==> src/rtl/serial_shift_rx_pkg.sv <==
// rtl/serial_shift_rx_pkg.sv - shared frame widths, counter width and receiver state enum
package serial_shift_pkg;

    localparam int SEG_FRAME_W = 64;
    localparam int LED_FRAME_W = 16;
    localparam int CNT_W       = 7;

    typedef enum logic [1:0] {
        IDLE,
        SHIFT,
        FULL,
        OVER
    } rx_state_t;

endpackage

==> src/rtl/serial_shift_rx_if.sv <==
// rtl/serial_shift_rx_if.sv - serial shift-chain lines as produced by the display drivers
interface serial_shift_rx_if;

    logic s_clk;
    logic s_dat;
    logic s_pen;
    logic s_clrn;

    modport master (output s_clk, output s_dat, output s_pen, output s_clrn);
    modport slave  (input  s_clk, input  s_dat, input  s_pen, input  s_clrn);

endinterface

==> src/rtl/serial_shift_rx_sync_edge.sv <==
// rtl/serial_shift_rx_sync_edge.sv - 2-flop synchronizer with a third flop for rising-edge detect
module sync_edge #(
    parameter bit RST_VAL = 1'b0
) (
    input  logic clk,
    input  logic rst,
    input  logic d,
    output logic level,
    output logic rise
);

    logic q1;
    logic q2;
    logic q3;

    always_ff @(posedge clk) begin
        if (rst) begin
            q1 <= RST_VAL;
            q2 <= RST_VAL;
            q3 <= RST_VAL;
        end else begin
            q1 <= d;
            q2 <= q1;
            q3 <= q2;
        end
    end

    assign level = q2;
    assign rise  = q2 & ~q3;

endmodule

==> src/rtl/serial_shift_rx.sv <==
// rtl/serial_shift_rx.sv - shift-chain deserializer; SERIAL_SHIFT_RX_FRAME_ERR_EN rejects non-full frames
module serial_shift_rx
    import serial_shift_pkg::*;
#(
    parameter int WIDTH     = SEG_FRAME_W,
    parameter bit MSB_FIRST = 1'b1
) (
    input  logic                 clk,
    input  logic                 rst,
    serial_shift_rx_if.slave     ser,
    output logic [WIDTH-1:0]     data_out,
    output logic                 valid,
    output logic                 frame_err,
    output logic [CNT_W-1:0]     bit_cnt,
    output logic                 busy
);

`ifdef SERIAL_SHIFT_RX_FRAME_ERR_EN
    localparam bit ERR_EN = 1'b1;
`else
    localparam bit ERR_EN = 1'b0;
`endif

    localparam logic [CNT_W-1:0] CNT_FULL = CNT_W'(WIDTH);
    localparam logic [CNT_W-1:0] CNT_MAX  = CNT_W'(WIDTH + 1);

    logic clk_rise;
    logic pen_rise;
    logic dat;
    logic clrn;
    logic s_clk_level_unused;
    logic s_pen_level_unused;
    logic s_dat_rise_unused;
    logic s_clrn_rise_unused;

    sync_edge #(.RST_VAL(1'b0)) u_sync_clk (
        .clk(clk), .rst(rst), .d(ser.s_clk), .level(s_clk_level_unused), .rise(clk_rise)
    );
    sync_edge #(.RST_VAL(1'b0)) u_sync_dat (
        .clk(clk), .rst(rst), .d(ser.s_dat), .level(dat), .rise(s_dat_rise_unused)
    );
    sync_edge #(.RST_VAL(1'b0)) u_sync_pen (
        .clk(clk), .rst(rst), .d(ser.s_pen), .level(s_pen_level_unused), .rise(pen_rise)
    );
    sync_edge #(.RST_VAL(1'b1)) u_sync_clrn (
        .clk(clk), .rst(rst), .d(ser.s_clrn), .level(clrn), .rise(s_clrn_rise_unused)
    );

    rx_state_t        state;
    rx_state_t        state_next;
    logic [WIDTH-1:0] sr;
    logic [WIDTH-1:0] sr_next;
    logic [CNT_W-1:0] cnt_next;
    logic             accept;
    logic             reject;
    logic             pend_ok;
    logic             pend_err;

    // Shift is resolved before the frame check so a coincident latch sees the new bit.
    always_comb begin
        sr_next    = sr;
        cnt_next   = bit_cnt;
        state_next = state;
        accept     = 1'b0;
        reject     = 1'b0;

        if (clk_rise) begin
            if (MSB_FIRST) sr_next = {sr[WIDTH-2:0], dat};
            else           sr_next = {dat, sr[WIDTH-1:1]};
            if (bit_cnt != CNT_MAX) cnt_next = bit_cnt + 7'd1;
            case (state)
                IDLE:    state_next = (cnt_next == CNT_FULL) ? FULL : SHIFT;
                SHIFT:   state_next = (cnt_next == CNT_FULL) ? FULL : SHIFT;
                FULL:    state_next = OVER;
                default: state_next = OVER;
            endcase
        end

        if (pen_rise) begin
            accept     = (state_next == FULL) || !ERR_EN;
            reject     = !accept;
            cnt_next   = '0;
            state_next = IDLE;
        end

        if (!clrn) begin
            sr_next    = '0;
            cnt_next   = '0;
            state_next = IDLE;
            accept     = 1'b0;
            reject     = 1'b0;
        end
    end

    // Pulses and data_out are registered one cycle after the action cycle.
    always_ff @(posedge clk) begin
        if (rst) begin
            state     <= IDLE;
            sr        <= '0;
            bit_cnt   <= '0;
            pend_ok   <= 1'b0;
            pend_err  <= 1'b0;
            valid     <= 1'b0;
            frame_err <= 1'b0;
            data_out  <= '0;
        end else begin
            state     <= state_next;
            sr        <= sr_next;
            bit_cnt   <= cnt_next;
            pend_ok   <= accept;
            pend_err  <= reject;
            valid     <= pend_ok;
            frame_err <= pend_err;
            if (pend_ok) data_out <= sr;
        end
    end

    assign busy = (bit_cnt != '0);

endmodule

==> src/flat_wrapper.sv <==
// flat-port wrapper written by rule: the top's interface ports become plain ports
module serial_shift_rx_flat import serial_shift_pkg::*;
#(
    parameter int WIDTH     = SEG_FRAME_W,
    parameter bit MSB_FIRST = 1'b1
)
  (clk, rst, data_out, valid, frame_err, bit_cnt, busy, ser_s_clk, ser_s_dat, ser_s_pen, ser_s_clrn);
  serial_shift_rx_if ser_i ();
  input  logic clk;
  input  logic rst;
  output logic [WIDTH-1:0] data_out;
  output logic valid;
  output logic frame_err;
  output logic [CNT_W-1:0] bit_cnt;
  output logic busy;
  input wire logic [$bits(ser_i.s_clk)-1:0] ser_s_clk;
  input wire logic [$bits(ser_i.s_dat)-1:0] ser_s_dat;
  input wire logic [$bits(ser_i.s_pen)-1:0] ser_s_pen;
  input wire logic [$bits(ser_i.s_clrn)-1:0] ser_s_clrn;
  assign ser_i.s_clk = ser_s_clk;
  assign ser_i.s_dat = ser_s_dat;
  assign ser_i.s_pen = ser_s_pen;
  assign ser_i.s_clrn = ser_s_clrn;
  serial_shift_rx #(.WIDTH(WIDTH), .MSB_FIRST(MSB_FIRST)) u_core (.clk(clk), .rst(rst), .ser(ser_i), .data_out(data_out), .valid(valid), .frame_err(frame_err), .bit_cnt(bit_cnt), .busy(busy));
endmodule
==> config.mk <==
export PLATFORM = sky130hd
export DESIGN_NAME = serial_shift_rx_flat
export DESIGN_NICKNAME = d
export VERILOG_FILES = /design/src/rtl/serial_shift_rx_pkg.sv /design/src/rtl/serial_shift_rx_if.sv /design/src/rtl/serial_shift_rx_sync_edge.sv /design/src/rtl/serial_shift_rx.sv /design/src/flat_wrapper.sv
export SDC_FILE = /design/constraint.sdc
export NUM_CORES = 1
export LEC_CHECK = 0
export ABC_CLOCK_PERIOD_IN_PS = 1460
export CELL_PAD_IN_SITES_DETAIL_PLACEMENT = 0
export CELL_PAD_IN_SITES_GLOBAL_PLACEMENT = 1
export CORE_MARGIN = 5
export CORE_UTILIZATION = 28
export DETAILED_ROUTE_END_ITERATION = 16
export PLACE_DENSITY = 0.67
export SYNTH_ARGS = -nofsm -noshare
export SYNTH_HDL_FRONTEND = slang
export SYNTH_SLANG_ARGS = --single-unit
==> constraint.sdc <==
create_clock -name clk -period 1.46 [get_ports clk]
set_input_delay 0.292 -clock clk [delete_from_list [all_inputs] [get_ports clk]]
set_output_delay 0.292 -clock clk [all_outputs]
set_load 0.05 [all_outputs]
==> flow_results.xml <==
<?xml version="1.0" encoding="UTF-8"?>
<metrics>
  <group name="placed_design">
    <metric name="globalplace.congestion" unit="">0.707</metric>
    <metric name="io_buffer_count" unit="">78</metric>
    <metric name="dp_hpwl" unit="µm">7090</metric>
    <metric name="post-place-ws" unit="ns">0.152</metric>
    <metric name="placed_cells_incl_taps" unit="">844</metric>
  </group>
  <group name="synthesis">
    <metric name="synth-edff-count" unit="">0</metric>
    <metric name="synthesis.nets" unit="">572</metric>
    <metric name="synth.lib_cells_used.distinct" unit="">24</metric>
    <metric name="synth_seq_cells" unit="">147</metric>
    <metric name="synthFlopType" unit="">dfxtp_1</metric>
    <metric name="synth_sequential_area_ratio" unit="%">56.3</metric>
    <metric name="synth_common_cells" unit="">dfxtp_1 (147), nand2_1 (133), mux2i_1 (68), a21oi_1 (67), nor2_1 (65)</metric>
    <metric name="synth_area" unit="µm²">5220</metric>
    <metric name="synthMostInstantiatedCell" unit="">dfxtp_1</metric>
    <metric name="dominant_cell_type_by_area_after_synthesis" unit="">dfxtp_1</metric>
    <metric name="synth.top_cell.area_share" unit="%">56.3</metric>
    <metric name="synth_async_sr_flop_share" unit="%">0</metric>
    <metric name="postSynthAreaPerCell" unit="µm²">9.28</metric>
    <metric name="synthTopCellsByArea" unit="">dfxtp_1 (56%), mux2i_1 (13%), nand2_1 (9.6%)</metric>
    <metric name="synthesis.instances" unit="">563</metric>
    <metric name="synth-warning-count" unit="">0</metric>
  </group>
  <group name="sta">
    <metric name="finalHoldViolCount" unit="">0</metric>
    <metric name="timing.fmax" unit="MHz">606</metric>
    <metric name="timing_max_transition_violations_final" unit="">0</metric>
    <metric name="final_setup_violation_count" unit="">1</metric>
    <metric name="finClkSkew" unit="ns">0.00536</metric>
    <metric name="fin_ws" unit="ns">-0.189</metric>
    <metric name="fin_crit" unit="ns">1.65</metric>
    <metric name="fin_setup_tns" unit="ns">-0.189</metric>
    <metric name="min_period_over_period" unit="%">113</metric>
    <metric name="rsz0062_at_grt" unit="">true</metric>
  </group>
  <group name="cells_and_area">
    <metric name="area_delta_synth_final" unit="%">44.4</metric>
    <metric name="fill_cells" unit="">1795</metric>
    <metric name="multi_input_area" unit="µm²">2060</metric>
    <metric name="sequential_cell_area" unit="µm²">2960</metric>
    <metric name="share_of_cells_above_drive_strength_1" unit="%">20.0</metric>
    <metric name="finalNonFillerCells" unit="">879</metric>
    <metric name="nets" unit="">641</metric>
    <metric name="biggestRegsByFlops" unit="">u_core.data_out: 64 flops, u_core.sr: 64 flops, u_core.bit_cnt: 7 flops</metric>
    <metric name="n_antenna_cell" unit="">0</metric>
  </group>
  <group name="route">
    <metric name="drt-met1-wl" unit="µm">4910</metric>
    <metric name="post_drt_wl_per_cell" unit="µm">12.4</metric>
    <metric name="route.final.wire_length" unit="µm">10900</metric>
    <metric name="dr_wl_met3" unit="µm">670</metric>
    <metric name="drc_errors" unit="">0</metric>
    <metric name="routed.top_layer" unit="">met4</metric>
    <metric name="drt_pre_antenna_iters" unit="">4</metric>
    <metric name="route.antenna.remaining_nets" unit="">0</metric>
    <metric name="route.vias.total" unit="">3834</metric>
    <metric name="wl_met2" unit="µm">5190</metric>
    <metric name="drt_iter0_drc" unit="">164</metric>
    <metric name="vias_per_cell" unit="">4.36</metric>
  </group>
  <group name="setup_path">
    <metric name="worst_path_largest_cell_delay" unit="ns">0.35</metric>
    <metric name="worstPathRequired" unit="ns">1.17</metric>
    <metric name="crit_path_start_kind" unit="">flip-flop</metric>
    <metric name="worst_path_max_delay_cell" unit="">dfxtp_4</metric>
    <metric name="crit_path_cell_trace" unit="">nor4_4 -&gt; nand3b_1 -&gt; buf_6</metric>
    <metric name="register_to_register_setup_slack" unit="ns">0.14</metric>
    <metric name="cp_data_arrival_time" unit="ns">1.36</metric>
    <metric name="path_max_fanout" unit="">2</metric>
    <metric name="timing_worst_setup_path_type" unit="">flip-flop to output port</metric>
    <metric name="worst_setup_path_end_kind" unit="">output port</metric>
  </group>
  <group name="floorplanning">
    <metric name="placement_rows" unit="">50</metric>
    <metric name="pin_count" unit="">80</metric>
    <metric name="die_width" unit="µm">147</metric>
    <metric name="design.core.area" unit="µm²">18500</metric>
    <metric name="floorplan.die_area" unit="µm²">21500</metric>
    <metric name="die_height" unit="µm">147</metric>
    <metric name="initial_cell_density_of_the_core" unit="%">28.2</metric>
  </group>
  <group name="clock_tree">
    <metric name="cts_buffers" unit="">17</metric>
    <metric name="clk_pin_slew_worst_paths" unit="ns">0.06</metric>
    <metric name="clockBufferDepth" unit="">2</metric>
    <metric name="clkLatencyLatePin" unit="ns">0.41</metric>
    <metric name="holdBufCountCts" unit="">0</metric>
    <metric name="root_buffer" unit="">clkbuf_16</metric>
    <metric name="cts_tree" unit="">built</metric>
    <metric name="ctsHtreeMaxLevel" unit="">4</metric>
    <metric name="numClockSinks" unit="">147</metric>
  </group>
  <group name="pwr">
    <metric name="power.total" unit="mW">8.46</metric>
    <metric name="power_density" unit="nW/µm²">1120</metric>
    <metric name="total_leakage_power" unit="nW">2.59</metric>
    <metric name="worst_ir_drop_vdd" unit="V">0.000806</metric>
  </group>
  <group name="global_routing">
    <metric name="grt_pass1_wl" unit="µm">19200</metric>
    <metric name="pin_count_of_the_biggest_net_entering_global_routing" unit="">66</metric>
    <metric name="number_of_antenna_violations_at_the_first_check_in_global_routing" unit="">0</metric>
    <metric name="groute.usage.overall" unit="%">10.9</metric>
    <metric name="globalRouteOverflowTotal" unit="">0</metric>
    <metric name="grt_pass1_vias" unit="">3925</metric>
  </group>
  <group name="run">
    <metric name="drv_cap" unit="">0</metric>
  </group>
  <group name="outcome">
    <metric name="result_of_the_run" unit="">finished with violations</metric>
    <metric name="violated_checks" unit="">setup timing</metric>
  </group>
  <group name="worst_hold_path">
    <metric name="hp-class" unit="">input port to flip-flop</metric>
  </group>
</metrics>
## logic make-up after synthesis
group / synth area share, %
adders and majority gates: 0.719
DFF: 56.3
buffers and inverters: 4.50
and+or+nand+nor: 18.3
AOI/OAI and AO/OA: 7.04
muxes: 13.0
other: 0.0718
## routing by layer
layer  global-route usage, %  up-vias
met5                       0        -
met2                    17.2       75
met4                    3.62        0
li1                        -     1975
met1                    13.2     1771
met3                    5.00       13
## cells in the final DEF, fill, tap and decap left out, drive strengths merged
cell | Yosys | layout
a21oi | 67 | 67
a311o | 1 | 1
a31oi | 1 | 1
buf | 32 | 86
bufinv | 0 | 2
clkbuf | 8 | 22
clkdlybuf4s50 | 0 | 4
clkinv | 0 | 5
clkinvlp | 0 | 2
conb | 1 | 1
dfxtp | 147 | 147
ha | 3 | 3
inv | 3 | 4
mux2i | 68 | 68
nand2 | 133 | 133
nand2b | 3 | 3
nand3 | 7 | 7
nand3b | 4 | 4
nor2 | 65 | 65
nor2b | 11 | 11
nor4 | 3 | 3
o21ai | 2 | 2
or2 | 2 | 2
or3 | 2 | 2
## per-stage QoR
| stage | hold slack, ns | utilization [%] | area, µm² |
|---|---|---|---|
| floorplan | 0.389 | - | 5240 |
| global placement | 0.404 | 37.5 | 6950 |
| detailed placement | 0.396 | 37.5 | 6950 |
| CTS | 0.144 | 40.7 | 7540 |
| global route | 0.161 | 40.7 | 7540 |
| finish | 0.156 | 40.7 | 7540 |
## what timing repair did
item,4_1_cts,5_1_grt
pin swaps,2,0
setup buffers,3,0
gates cloned,0,0
endpoints found under the setup margin,1,1
gates resized for setup,1,0
## power breakdown
part / switching [mW] / internal, mW / leakage [nW]
Sequential: 0.0132 / 4.02 / 1.19
Combinational: 0.171 / 0.0826 / 1.12
Clock: 1.58 / 2.59 / 0.280
Total: 1.77 / 6.69 / 2.59
## worst paths after layout
path | startpoint | depth (start not counted) | to
min | rst | 2 | u_core.u_sync_clk.level
max | u_core.bit_cnt[3] | 3 | busy
min reg2reg | u_core.u_sync_clrn.q1 | 1 | u_core.u_sync_clrn.level
max reg2reg | u_core.bit_cnt[1] | 4 | u_core.bit_cnt[2]
## cell type report
| type | instances | share of cell area [%] |
|---|---|---|
| Clock buffer | 22 | 6.15 |
| Clock inverter | 10 | 1.41 |
| Inverter | 3 | 0.149 |
| Multi-Input combinational cell | 373 | 27.3 |
| Sequential cell | 147 | 39.3 |
| Tap cell | 234 | 3.88 |
| Timing Repair Buffer | 90 | 21.9 |
## critical path: cells and delay by family, from the launching register on
| kind | cells | cell delay (ns) |
|---|---|---|
| AND/OR/NAND/NOR | 2 | 0.43 |
| buffers and inverters | 1 | 0.17 |
| flip-flops | 1 | 0.35 |
Note: power is estimated with default switching activity, not from simulation.
